`src/rtl/ctrl_pkg.sv`:
```
// rtl/ctrl_pkg.sv - opcodes, control bundle types and constants for the pipeline control unit
package ctrl_pkg;

  // RV32 base opcodes recognised by the decoder
  localparam logic [6:0] OP_LOAD   = 7'b0000011;
  localparam logic [6:0] OP_STORE  = 7'b0100011;
  localparam logic [6:0] OP_RTYPE  = 7'b0110011;
  localparam logic [6:0] OP_BRANCH = 7'b1100011;
  localparam logic [6:0] OP_IALU   = 7'b0010011;
  localparam logic [6:0] OP_LUI    = 7'b0110111;
  localparam logic [6:0] OP_AUIPC  = 7'b0010111;
  localparam logic [6:0] OP_JAL    = 7'b1101111;
  localparam logic [6:0] OP_JALR   = 7'b1100111;

  localparam int CTRL_W = 10;

  // ALU operation class handed to the ALU control stage
  typedef enum logic [1:0] {
    ALUOP_ADD    = 2'b00,
    ALUOP_BRANCH = 2'b01,
    ALUOP_FUNCT  = 2'b10,
    ALUOP_PASS   = 2'b11
  } aluop_t;

  // Write-back source select
  typedef enum logic [1:0] {
    WB_ALU = 2'b00,
    WB_MEM = 2'b01,
    WB_PC4 = 2'b10
  } wb_sel_t;

  // Control bundle; field order fixes the bit layout seen on the ports (alusrc is the MSB)
  typedef struct packed {
    logic    alusrc;
    aluop_t  aluop;
    logic    branch;
    logic    jump;
    logic    memread;
    logic    memwrite;
    wb_sel_t wb_sel;
    logic    regwrite;
  } ctrl_t;

  // A bubble does nothing in any stage: no memory access, no register write
  localparam ctrl_t CTRL_BUBBLE = '{
    alusrc:   1'b0,
    aluop:    ALUOP_ADD,
    branch:   1'b0,
    jump:     1'b0,
    memread:  1'b0,
    memwrite: 1'b0,
    wb_sel:   WB_ALU,
    regwrite: 1'b0
  };

endpackage

```
`src/rtl/ctrl_decode.sv`:
```
// rtl/ctrl_decode.sv - combinational opcode to control-bundle decoder
module ctrl_decode
  import ctrl_pkg::*;
#(
  parameter int EN_JUMP = 1
) (
  input  logic [6:0] opcode,
  output ctrl_t      ctrl,
  output logic       use_rs1,
  output logic       use_rs2,
  output logic       illegal
);

  // Map opcode to bundle and source usage; unknown opcodes decode to a bubble flagged illegal
  always_comb begin
    ctrl    = CTRL_BUBBLE;
    use_rs1 = 1'b1;
    use_rs2 = 1'b0;
    illegal = 1'b0;
    case (opcode)
      OP_LOAD: begin
        ctrl.alusrc   = 1'b1;
        ctrl.memread  = 1'b1;
        ctrl.wb_sel   = WB_MEM;
        ctrl.regwrite = 1'b1;
      end
      OP_STORE: begin
        ctrl.alusrc   = 1'b1;
        ctrl.memwrite = 1'b1;
        use_rs2       = 1'b1;
      end
      OP_RTYPE: begin
        ctrl.aluop    = ALUOP_FUNCT;
        ctrl.regwrite = 1'b1;
        use_rs2       = 1'b1;
      end
      OP_BRANCH: begin
        ctrl.aluop  = ALUOP_BRANCH;
        ctrl.branch = 1'b1;
        use_rs2     = 1'b1;
      end
      OP_IALU: begin
        ctrl.alusrc   = 1'b1;
        ctrl.regwrite = 1'b1;
      end
      OP_LUI, OP_AUIPC: begin
        ctrl.alusrc   = 1'b1;
        ctrl.aluop    = ALUOP_PASS;
        ctrl.regwrite = 1'b1;
        use_rs1       = 1'b0;
      end
      OP_JAL, OP_JALR: begin
        if (EN_JUMP != 0) begin
          ctrl.alusrc   = 1'b1;
          ctrl.jump     = 1'b1;
          ctrl.wb_sel   = WB_PC4;
          ctrl.regwrite = 1'b1;
          // JAL has no register source; JALR reads rs1 for its target
          use_rs1       = (opcode == OP_JALR);
        end else begin
          illegal = 1'b1;
        end
      end
      default: begin
        illegal = 1'b1;
      end
    endcase
  end

endmodule

```
`src/rtl/ctrl_pipe.sv`:
```
// rtl/ctrl_pipe.sv - control-bundle pipeline with load-use hazard detection and event counters
module ctrl_pipe
  import ctrl_pkg::*;
#(
  parameter int REG_AW  = 5,
  parameter int CNT_W   = 16,
  parameter int EN_JUMP = 1
) (
  input  logic              clk,
  input  logic              rst_n,
  input  logic [6:0]        id_opcode,
  input  logic [REG_AW-1:0] id_rs1,
  input  logic [REG_AW-1:0] id_rs2,
  input  logic [REG_AW-1:0] id_rd,
  input  logic              id_valid,
  input  logic              flush,
  input  logic              freeze,
  output logic              hazard_stall,
  output logic [CTRL_W-1:0] ex_ctrl,
  output logic [CTRL_W-1:0] mem_ctrl,
  output logic [CTRL_W-1:0] wb_ctrl,
  output logic [REG_AW-1:0] ex_rd,
  output logic [REG_AW-1:0] mem_rd,
  output logic [REG_AW-1:0] wb_rd,
  output logic              ex_illegal,
  output logic [CNT_W-1:0]  stall_cnt,
  output logic [CNT_W-1:0]  flush_cnt
);

  ctrl_t             dec_ctrl;
  logic              dec_use_rs1;
  logic              dec_use_rs2;
  logic              dec_illegal;

  ctrl_t             ex_q;
  ctrl_t             mem_q;
  ctrl_t             wb_q;
  logic [REG_AW-1:0] ex_rd_q;
  logic [REG_AW-1:0] mem_rd_q;
  logic [REG_AW-1:0] wb_rd_q;
  logic              ex_ill_q;
  logic [CNT_W-1:0]  stall_q;
  logic [CNT_W-1:0]  flush_q;

  logic              load_in_ex;
  logic              rs1_hit;
  logic              rs2_hit;
  logic              kill_id;

  // Counter step that sticks at all-ones instead of wrapping
  function automatic logic [CNT_W-1:0] sat_inc(input logic [CNT_W-1:0] v);
    return (&v) ? v : v + 1'b1;
  endfunction

  ctrl_decode #(
    .EN_JUMP (EN_JUMP)
  ) u_decode (
    .opcode  (id_opcode),
    .ctrl    (dec_ctrl),
    .use_rs1 (dec_use_rs1),
    .use_rs2 (dec_use_rs2),
    .illegal (dec_illegal)
  );

  // A load in EX whose result an ID source needs cannot forward in time; x0 never conflicts.
  // Flush kills the ID instruction anyway and freeze holds everything, so neither stalls.
  always_comb begin
    load_in_ex   = ex_q.memread && (ex_rd_q != '0);
    rs1_hit      = dec_use_rs1 && (ex_rd_q == id_rs1);
    rs2_hit      = dec_use_rs2 && (ex_rd_q == id_rs2);
    hazard_stall = id_valid && load_in_ex && (rs1_hit || rs2_hit) && !flush && !freeze;
    kill_id      = flush || hazard_stall || !id_valid;
  end

  // ID/EX register: bubble on kill, decoded bundle otherwise, hold on freeze
  always_ff @(posedge clk or negedge rst_n) begin
    if (!rst_n) begin
      ex_q     <= CTRL_BUBBLE;
      ex_rd_q  <= '0;
      ex_ill_q <= 1'b0;
    end else if (!freeze) begin
      if (kill_id) begin
        ex_q     <= CTRL_BUBBLE;
        ex_rd_q  <= '0;
        ex_ill_q <= 1'b0;
      end else begin
        ex_q     <= dec_ctrl;
        ex_rd_q  <= id_rd;
        ex_ill_q <= dec_illegal;
      end
    end
  end

  // EX/MEM and MEM/WB registers: plain shift, only freeze holds them
  always_ff @(posedge clk or negedge rst_n) begin
    if (!rst_n) begin
      mem_q    <= CTRL_BUBBLE;
      mem_rd_q <= '0;
      wb_q     <= CTRL_BUBBLE;
      wb_rd_q  <= '0;
    end else if (!freeze) begin
      mem_q    <= ex_q;
      mem_rd_q <= ex_rd_q;
      wb_q     <= mem_q;
      wb_rd_q  <= mem_rd_q;
    end
  end

  // Event counters; hazard_stall already excludes frozen cycles
  always_ff @(posedge clk or negedge rst_n) begin
    if (!rst_n) begin
      stall_q <= '0;
      flush_q <= '0;
    end else begin
      if (hazard_stall) begin
        stall_q <= sat_inc(stall_q);
      end
      if (flush && !freeze) begin
        flush_q <= sat_inc(flush_q);
      end
    end
  end

  assign ex_ctrl    = ex_q;
  assign mem_ctrl   = mem_q;
  assign wb_ctrl    = wb_q;
  assign ex_rd      = ex_rd_q;
  assign mem_rd     = mem_rd_q;
  assign wb_rd      = wb_rd_q;
  assign ex_illegal = ex_ill_q;
  assign stall_cnt  = stall_q;
  assign flush_cnt  = flush_q;

endmodule

```
`config.mk`:
```
export PLATFORM = sky130hd
export DESIGN_NAME = ctrl_pipe
export DESIGN_NICKNAME = d
export VERILOG_FILES = /design/src/rtl/ctrl_pkg.sv /design/src/rtl/ctrl_decode.sv /design/src/rtl/ctrl_pipe.sv
export SDC_FILE = /design/constraint.sdc
export NUM_CORES = 1
export LEC_CHECK = 0
export CORE_MARGIN = 3
export CORE_UTILIZATION = 50
export CTS_CLUSTER_DIAMETER = 60
export DETAILED_ROUTE_END_ITERATION = 6
export GPL_ROUTABILITY_DRIVEN = 1
export HOLD_SLACK_MARGIN = 0.15
export MAX_ROUTING_LAYER = met4
export PLACE_DENSITY = 0.84
export SYNTH_ARGS = -nofsm -noshare
export SYNTH_HDL_FRONTEND = slang
export SYNTH_HIERARCHICAL = 1
export SYNTH_SLANG_ARGS = --single-unit
export TNS_END_PERCENT = 1
```
`constraint.sdc`:
```
create_clock -name clk -period 4.21 [get_ports clk]
set_clock_uncertainty 0.1 [all_clocks]
set_input_delay 0.842 -clock clk [delete_from_list [all_inputs] [get_ports clk]]
set_output_delay 0.842 -clock clk [all_outputs]
set_load 0.1 [all_outputs]
```
==> qor.csv <==
stage,metric,value,unit
global_route,grt_max_degree,79,
placement,place.port_buffers,105,
cts,path_clk_slew,0.08,ns
cts,htree_levels,3,
sta,finalSetupTns,0,ns
worst_setup_path,crit_path_frequent_cell,nand2_1,
detailed_routing,final_antenna_net_count,0,
flow_run,drv_cap,0,
worst_setup_path,crit_family,buffers and inverters,
finish,nNetsFinal,429,
finish,drive_above_1_share,0.190,
sta,drv_slew,0,
floorplan,std_cell_rows,30,
floorplan,dieArea,8250,sq um
sta,hold_viol,0,
cts,ctsResizeCount,0,
pwr,vdd_drop_max,0.229,mV
sta,maxSlewHeadroom,0.330,
sta,finalCritPeriodShare,0.884,
global_route,antenna_found_initial,0,
pwr,p_leak,2.10,nW
placement,dp.final_hpwl,5890,microns
global_route,overflow,0,
finish,syn_to_final_growth,36.8,%
cts,numCtsBuffers,9,
global_route,grt_pass1_wl,14000,microns
placement,dp.cells,485,
worst_setup_path,r2r_slack,1.86,ns
detailed_routing,dr.pass1.iters,6,
global_route,grtUsageMet3,0.0650,
cts,postCtsSetupBuffers,0,
sta,max_freq,269,MHz
pwr,power_per_cell_area,390,nW/um^2
yosys,yosysUniqueCellTypes,41,
global_route,globalRouteMet1Util,0.264,
worst_hold_path,hp-class,flip-flop to flip-flop,
yosys,syn-num-nets,321,
cts,cts_tree,done,
detailed_routing,drt-vias-per-instance,5.58,
worst_setup_path,worst-path-buf-inv,2,
sta,period_needed,3.72,ns
yosys,syn_inst,292,
worst_setup_path,cp-end-kind,primary output,
finish,final_cells,501,
yosys,seq_area_frac_synth,0.543,
global_route,grt_pass1_vias,2902,
floorplan,pin_count,106,
cts,cts-root-buf,clkbuf_8,
worst_setup_path,worstPathMaxFanout,11,
placement,globalplace.congestion,0.896,
floorplan,die_x,90.8,microns
worst_setup_path,critPathKind,input port to primary output,
worst_setup_path,crit_path_cell_trace,clkdlybuf4s50_1 > nand3b_1 > a2bb2o_1 > nand4_1 > nand2_1 > o22ai_2 > nand2_1 > nor2_2 > buf_12,
worst_setup_path,critPathArrivalTime,2.78,ns
cts,clk_path_buf_depth,2,
cts,clock_latency,0.34,ns
worst_setup_path,slowest_delay,0.66,ns
detailed_routing,route.detailed.drc,0,
detailed_routing,wl_per_cell,16.8,microns
global_route,grtUsageTotal,0.218,
cts,cts.sinks,78,
yosys,ys_ff_latch,78,
global_route,grt-busiest-layer,met2,
global_route,use_met2,0.343,
yosys,syn_area_per_cell,12.3,sq um
floorplan,core_area,6870,sq um
detailed_routing,via_count,2794,
floorplan,die_y,90.8,microns
detailed_routing,routed_wirelength,8400,microns
yosys,syn-cell-area,3600,sq um
sta,rsz0062_at_grt,false,
sta,tightest_slew,1.00,ns
worst_setup_path,worstSetupStartpointType,input port,
finish,final_util,0.716,
sta,finalSetupViolCount,0,
yosys,yosysWarnings,6,
cts,cts_hold_buf,0,
finish,antennaDiodeCount,0,
floorplan,start_util,0.524,
worst_setup_path,worstPathRequired,3.27,ns
worst_setup_path,slowest_stage,clkdlybuf4s50_1,
run_status,outcome,finished clean,
detailed_routing,initialDrtViolationCount,147,
## power by group
group | leakage (nW) | internal [mW] | switching [mW] | total, mW
clock network | 0.0956 | 0.275 | 0.279 | 0.553
logic | 0.941 | 0.141 | 0.385 | 0.527
registers | 1.07 | 0.789 | 0.0485 | 0.837
## final timing paths
| path | endpoint | from | cells after the start |
|---|---|---|---|
| setup / recovery | hazard_stall | id_opcode[4] | 9 |
| hold / removal | flush_cnt[8] | flush_cnt[8] | 1 |
| setup reg to reg | stall_cnt[1] | stall_cnt[0] | 6 |
| hold reg to reg | flush_cnt[8] | flush_cnt[8] | 1 |
| max in group asynchronous | stall_cnt[1] | rst_n | 1 |
| min in group asynchronous | stall_cnt[7] | rst_n | 1 |
## stage by stage
step | total power, mW | hold WS [ns] | cell area [sq um] | worst slack [ns]
CTS | 1.93 | 0.399 | 4920 | 0.492
detailed placement | 1.38 | 0.389 | 4720 | 0.508
global placement | 1.37 | 0.372 | 4720 | 0.545
finish | 1.92 | 0.401 | 4920 | 0.490
floorplan | 1.23 | 0.446 | 3600 | 0.356
global route | 1.99 | 0.412 | 4920 | 0.375
## state kept, by name, indices dropped and copies added, names as in the netlist
register    cells
ex_ctrl        10
wb_rd           5
ex_rd           5
mem_ctrl       10
flush_cnt      16
ex_illegal      1
stall_cnt      16
wb_ctrl        10
mem_rd          5
## kinds of logic (layout without fill, tap and decap cells)
logic type,after synthesis,count (layout),share of synthesized area
AOI/OAI and AO/OA,32,32,0.0797
adders and majority gates,2,2,0.00696
buffers and inverters,12,125,0.0202
xor gates and xnor gates,36,36,0.0877
DFF,78,78,0.543
muxes,35,35,0.110
and+or+nand+nor,97,97,0.153
## cells in the mapped netlist (all sizes together)
cell type	instances	area share
nor3b	1	0.0035
nand4b	1	0.0024
dfrtp	78	0.54
xor2	3	0.0073
ha	2	0.0070
nand3	18	0.025
and3	11	0.019
buf	5	0.013
and2	1	0.0017
nor4	5	0.010
a2bb2o	1	0.0028
nand4	13	0.023
a22o	16	0.042
or4	2	0.0063
nand2b	5	0.0087
a21oi	6	0.013
clkbuf	5	0.0052
nor2	11	0.011
nor3	6	0.0083
nand3b	2	0.0042
nor4b	1	0.0024
xnor2	33	0.080
o21ai	3	0.0052
and4	4	0.0097
o22ai	1	0.0035
nand2	16	0.017
a221o	1	0.0028
mux2	35	0.11
o21a	2	0.0063
o211ai	1	0.0021
inv	2	0.0021
o31ai	1	0.0021
## area by class of cell
cell class / count / area [sq um]
repair buffers: 107 / 1070
multi-input cells: 202 / 1580
well taps: 96 / 120
inverters: 2 / 7.51
clock buffers: 9 / 124
flip-flops and latches: 78 / 1950
fillers: 509 / 1950
clock inverters: 7 / 72.6
## cell usage in the layout, fill, tap and decap left out, drive strengths merged, types with 6 or more instances in the layout
cell type / instances
mux2: 35
a22o: 16
a21oi: 6
nor3: 6
nand3: 18
dfrtp: 78
clkbuf: 9
clkdlybuf4s50: 102
nand2: 16
nor2: 11
and3: 11
xnor2: 33
nand4: 13
## layer usage
layer  wire length [microns]  share of wire
met4                     135          0.016
met1                    3650           0.43
met5                       0              0
met3                     552          0.066
met2                    4060           0.48
No activity file was read; power rests on OpenSTA's default activity.
